<file path="src/rtl/npu_pkg.sv">
// Shared NPU datapath constants: popcount width/range and a constant-evaluable clog2.
package npu_pkg;

   localparam int POP_W   = 4;
   localparam int POP_MAX = 13;

   typedef enum logic {
      ACCUM = 1'b0,
      FULL  = 1'b1
   } acc_state_e;

   function automatic int clog2(input int value);
      int result;
      result = 0;
      while ((1 << result) < value) begin
         result = result + 1;
      end
      return result;
   endfunction

endpackage

</file>
<file path="src/rtl/popcnt_accumulator_sat_adder.sv">
// Saturating adder: ACC_W-bit accumulator plus a POP_W-bit popcount, clamped to all-ones.
module sat_adder
   import npu_pkg::*;
#(
   parameter int ACC_W = 16
) (
   input  logic [ACC_W-1:0] acc_i,
   input  logic [POP_W-1:0] add_i,
   output logic [ACC_W-1:0] sum_o,
   output logic             clamp_o
);

   logic [ACC_W:0] wide_sum;

   always_comb begin
      wide_sum = {1'b0, acc_i} + {{(ACC_W + 1 - POP_W){1'b0}}, add_i};
      clamp_o  = wide_sum[ACC_W];
      sum_o    = clamp_o ? '1 : wide_sum[ACC_W-1:0];
   end

endmodule

</file>
<file path="src/rtl/popcnt_accumulator.sv">
// Accumulates per-beat popcounts of one pixel into a saturating sum and hands it out over valid/ready.
// Optional binarised activation output is enabled with `define POPACC_THRESH_EN.
module popcnt_accumulator
   import npu_pkg::*;
#(
   parameter int ACC_W     = 16,
   parameter int MAX_BEATS = 64
) (
   input  logic             clk,
   input  logic             rst,
   input  logic             in_valid,
   output logic             in_ready,
   input  logic [POP_W-1:0] in_cnt,
   input  logic             in_last,
   output logic             out_valid,
   input  logic             out_ready,
   output logic [ACC_W-1:0] out_sum,
   output logic             out_sat,
   output logic             out_trunc
`ifdef POPACC_THRESH_EN
   ,
   input  logic [ACC_W-1:0] thresh,
   output logic             out_act
`endif
);

   localparam int              CNT_W    = clog2(MAX_BEATS + 1);
   localparam logic [CNT_W-1:0] LAST_CNT = CNT_W'(MAX_BEATS - 1);

   acc_state_e       state_q, state_d;
   logic [ACC_W-1:0] acc_q, acc_d;
   logic [CNT_W-1:0] cnt_q, cnt_d;
   logic             sticky_q, sticky_d;
   logic [ACC_W-1:0] sum_q, sum_d;
   logic             sat_q, sat_d;
   logic             trunc_q, trunc_d;
`ifdef POPACC_THRESH_EN
   logic             act_q, act_d;
`endif

   logic [ACC_W-1:0] add_sum;
   logic             add_clamp;
   logic             beat_fire;
   logic             out_fire;
   logic             beat_is_last;

   sat_adder #(
      .ACC_W (ACC_W)
   ) u_sat_adder (
      .acc_i   (acc_q),
      .add_i   (in_cnt),
      .sum_o   (add_sum),
      .clamp_o (add_clamp)
   );

   // A pending result blocks new beats unless it is being drained this same cycle.
   assign out_valid    = (state_q == FULL);
   assign in_ready     = !out_valid || out_ready;
   assign beat_fire    = in_valid && in_ready;
   assign out_fire     = out_valid && out_ready;
   assign beat_is_last = in_last || (cnt_q == LAST_CNT);

   always_comb begin
      // NOTE: every signal gets its hold value first so no path leaves it unassigned (no latch).
      state_d = state_q;
      unique case (state_q)
         ACCUM: if (beat_fire && beat_is_last) state_d = FULL;
         FULL:  if (out_fire && !(beat_fire && beat_is_last)) state_d = ACCUM;
         default: state_d = ACCUM;
      endcase
   end

   always_comb begin
      acc_d    = acc_q;
      cnt_d    = cnt_q;
      sticky_d = sticky_q;
      sum_d    = sum_q;
      sat_d    = sat_q;
      trunc_d  = trunc_q;
`ifdef POPACC_THRESH_EN
      act_d    = act_q;
`endif
      if (beat_fire) begin
         if (beat_is_last) begin
            sum_d    = add_sum;
            sat_d    = sticky_q | add_clamp;
            trunc_d  = !in_last;
`ifdef POPACC_THRESH_EN
            act_d    = (add_sum >= thresh);
`endif
            acc_d    = '0;
            cnt_d    = '0;
            sticky_d = 1'b0;
         end else begin
            acc_d    = add_sum;
            cnt_d    = cnt_q + CNT_W'(1);
            sticky_d = sticky_q | add_clamp;
         end
      end
   end

   always_ff @(posedge clk) begin
      // NOTE: state registers use non-blocking assignment so all of them update from pre-edge values.
      if (rst) begin
         state_q  <= ACCUM;
         acc_q    <= '0;
         cnt_q    <= '0;
         sticky_q <= 1'b0;
         sum_q    <= '0;
         sat_q    <= 1'b0;
         trunc_q  <= 1'b0;
`ifdef POPACC_THRESH_EN
         act_q    <= 1'b0;
`endif
      end else begin
         state_q  <= state_d;
         acc_q    <= acc_d;
         cnt_q    <= cnt_d;
         sticky_q <= sticky_d;
         sum_q    <= sum_d;
         sat_q    <= sat_d;
         trunc_q  <= trunc_d;
`ifdef POPACC_THRESH_EN
         act_q    <= act_d;
`endif
      end
   end

   assign out_sum   = sum_q;
   assign out_sat   = sat_q;
   assign out_trunc = trunc_q;
`ifdef POPACC_THRESH_EN
   assign out_act   = act_q;
`endif

`ifndef SYNTHESIS
   // The compression adder never produces more than 13; larger values point to an upstream fault.
   cnt_range_a: assert property (@(posedge clk) disable iff (rst)
      (in_valid && in_ready) |-> (in_cnt <= POP_W'(POP_MAX)));
`endif

endmodule

</file>
<file path="config.mk">
export PLATFORM = sky130hd
export DESIGN_NAME = popcnt_accumulator
export DESIGN_NICKNAME = d
export VERILOG_FILES = /design/src/rtl/npu_pkg.sv /design/src/rtl/popcnt_accumulator_sat_adder.sv /design/src/rtl/popcnt_accumulator.sv
export SDC_FILE = /design/constraint.sdc
export NUM_CORES = 1
export LEC_CHECK = 0
export ABC_CLOCK_PERIOD_IN_PS = 3600
export BUFFER_PORTS_ARGS = -buffer_cell sky130_fd_sc_hd__buf_2
export CORE_MARGIN = 3
export CORE_UTILIZATION = 61
export DETAILED_ROUTE_END_ITERATION = 7
export MAX_ROUTING_LAYER = met4
export PLACE_DENSITY = 0.84
export SYNTH_ARGS = -nofsm -noshare
export SYNTH_HDL_FRONTEND = slang
export SYNTH_SLANG_ARGS = --single-unit
</file>
<file path="constraint.sdc">
create_clock -name clk -period 3.6 [get_ports clk]
set_input_delay 0.36 -clock clk [delete_from_list [all_inputs] [get_ports clk]]
set_output_delay 0.36 -clock clk [all_outputs]
set_load 0.01 [all_outputs]
</file>
==> run summary <==
CP Class -> flip-flop to flip-flop
chip height -> 65.1 um
Pins Over Slew Limit -> 0
Area contributors post-synth -> dfxtp_1 (40%), nor2_1 (6.2%), a21oi_1 (4.5%)
Most Frequent Cell on Critical Path -> a32o_1
sequential power share -> 51.4%
Yosys top cell area share -> 40.5%
P_sw -> 0.226 mW
# hold bufs at CTS -> 0
max-cap violation count -> 0
Clock Pin Slew Worst Setup and Hold Paths -> 0.13 ns
Pint -> 0.743 mW
FFs w/ async S/R, synth -> 0%
n_diodes -> 0
CTS sink count -> 43
Final period util -> 69.6%
crit path time final -> 2.51 ns
slowest CP cell -> fa_1
Port Buf Inserts -> 28
drt drc -> 0
Worst Path Max Fanout -> 15
WL per Instance -> 14.7 um
PwrDens -> 412 nW/um^2
dpl hpwl -> 3.28 mm
family with the most delay on the worst path -> compound AO/OA/AOI/OAI gates
Starting Density -> 66.9%
Peak Freq -> 399 MHz
Die X -> 65.1 um
setup slack, reg-to-reg -> 1.09 ns
max incr delay on CP -> 0.41 ns
Syn Nets -> 271
CP Data Arrival Time -> 2.76 ns
Ys Warns -> 0
max_slew headroom -> 50.9%
synth unique cells -> 48
Cells after Synth -> 256
DIE AREA -> 4230 um^2
switching share of power -> 23.3%
post-route ant nets -> 0
post-synth top area cell -> dfxtp_1
WL final -> 4.72 mm
initial antenna violation count -> 0
total gr overflow -> 0
Leak -> 0.887 nW
Worst-Skew Late Latency -> 0.35 ns
Clock Tree Root -> clkbuf_4
number of flops mapped to enable cells by yosys -> 0
layout cells sized above 1 -> 14.4%
crit path cell chain -> ha_1 > fa_1 > a21o_1 > a32o_1 > and4_4 > or3b_1 > a32o_1
Area after DPL -> 2250 um^2
Core Util, Final -> 74.0%
clock tree buffer depth -> 2
All-Layer GR Usage -> 25.1%
vias in the first global route -> 1787
Comb pwr share -> 10.4%
worst hold path class -> input pin to flip-flop
hold_ws -> 0.187 ns
Synth Register Bits -> 43
Top FF cell, synth -> dfxtp_1
drt first-iter violations -> 169
RD Place Congestion -> 0.879
clk_skew -> 0.00828 ns
largest net degree at the start of global routing -> 43
post-synthesis sequential area ratio -> 40.5%
number of CTS-inserted buffers -> 5
final net count -> 291
CTS tree -> done
RSZ-0062 raised after global routing -> no
first-pass GRT wire length -> 8.15 mm
Resized cells post-CTS -> 0
first-pass iteration count of the detailed router -> 5
setup TNS -> 0 ns
IO Count -> 29
FP Rows -> 20
clock network fraction of design power -> 38.3%
worst path bufs/invs -> 0
status -> complete, no violations
setup repair bufs after CTS -> 0
Hold Vio Cnt, Final -> 0
final std cells w/o fill -> 321
element type at the critical path end -> flip-flop
vias per cell -> 6.11
htree depth -> 2
leading cell type in the layout, fill and taps excluded -> dfxtp_1
Synth Area per Inst -> 8.31 um^2
vias post-DR -> 1961
WP data required -> 3.85 ns
Core Region -> 3180 um^2
VDD IR-drop max -> 291 uV
final-layout fill cell count -> 272
Syn Std Cell Area -> 2130 um^2
Layout area overhead -> 10.5%
setup violators final -> 0
placed instance count -> 313
Finished Cell Area -> 2350 um^2
worst slew pin tran -> 0.736 ns
crit start category -> flip-flop
most frequent cells in the layout -> dfxtp_1 (43), nor2_1 (35), buf_2 (28)
==> Yosys cell counts, types with 2 or more instances <==
| cell type | n |
|---|---|
| o31ai_1 | 2 |
| xor2_1 | 6 |
| o22ai_1 | 3 |
| o21ai_0 | 11 |
| buf_2 | 4 |
| and3_1 | 5 |
| a311oi_1 | 4 |
| xnor2_1 | 9 |
| ha_1 | 5 |
| o22a_1 | 2 |
| nor2b_1 | 2 |
| clkbuf_1 | 9 |
| nor2_1 | 35 |
| nand3_1 | 5 |
| nor3b_1 | 2 |
| nand4_1 | 5 |
| a21oi_1 | 19 |
| nand2_1 | 21 |
| o32ai_1 | 4 |
| dfxtp_1 | 43 |
| a31oi_1 | 4 |
| a211oi_1 | 11 |
| a32o_1 | 2 |
| nor2_2 | 2 |
| nor3_1 | 10 |
| inv_1 | 8 |
| buf_6 | 2 |
==> state kept, by name, summed over array words and instances (netlist names) <==
name       flops
out_trunc      1
acc_q         16
out_sum       16
cnt_q          7
sticky_q       1
out_valid      1
out_sat        1
==> path summary, 6_finish.rpt <==
path	cells after the start	to	startpoint
min	2	out_trunc	in_last
max	7	out_sum[9]	acc_q[0]
min reg2reg	2	out_sum[14]	out_sum[14]
max reg2reg	7	out_sum[9]	acc_q[0]
==> cell type report <==
type                            count  area (um^2)  area share [%]
Clock buffer                        6         41.3            1.76
Clock inverter                      2         60.1            2.55
Multi-Input combinational cell    189         1160            49.2
Tap cell                           44         55.1            2.34
Inverter                            8         30.0            1.28
Timing Repair Buffer               29          148            6.28
Sequential cell                    43          861            36.6
==> metal layers <==
metal	GRT usage (%)	part of all wire, %	vias up
met5	-	0	-
met1	33.6	46	906
li1	-	-	969
met3	4.85	8.0	6
met4	7.77	1.2	0
met2	38.7	45	80
==> logic make-up (layout without fill, tap and decap cells) <==
family                   Yosys count  in the layout  synth area share (%)
AND/OR/NAND/NOR                   95             95                  21.1
flip-flops                        43             43                  40.5
buffers and inverters             24             45                  5.18
XOR/XNOR                          15             15                  6.18
AO/OA/AOI/OAI                     73             73                  23.2
adder cells (fa/ha/maj)            6              6                  3.88
==> power groups by stage <==
stage | sequential [mW] | clock [mW] | combinational (mW)
CTS | 0.498 | 0.376 | 0.100
detailed placement | 0.508 | 0 | 0.0997
floorplan | 0.513 | 0 | 0.0639
finish | 0.497 | 0.371 | 0.101
global route | 0.499 | 0.393 | 0.113
global placement | 0.507 | 0 | 0.0988
==> metrics by stage <==
| stage | setup slack (ns) | total power, mW |
|---|---|---|
| 6_report | 1.09 | 0.969 |
| 5_1_grt | 1.00 | 1.01 |
| 4_1_cts | 1.12 | 0.974 |
| 3_5_place_dp | 0.953 | 0.608 |
| 3_3_place_gp | 0.992 | 0.606 |
| 2_1_floorplan | 1.24 | 0.577 |
No activity file was read; power rests on OpenSTA's default activity.
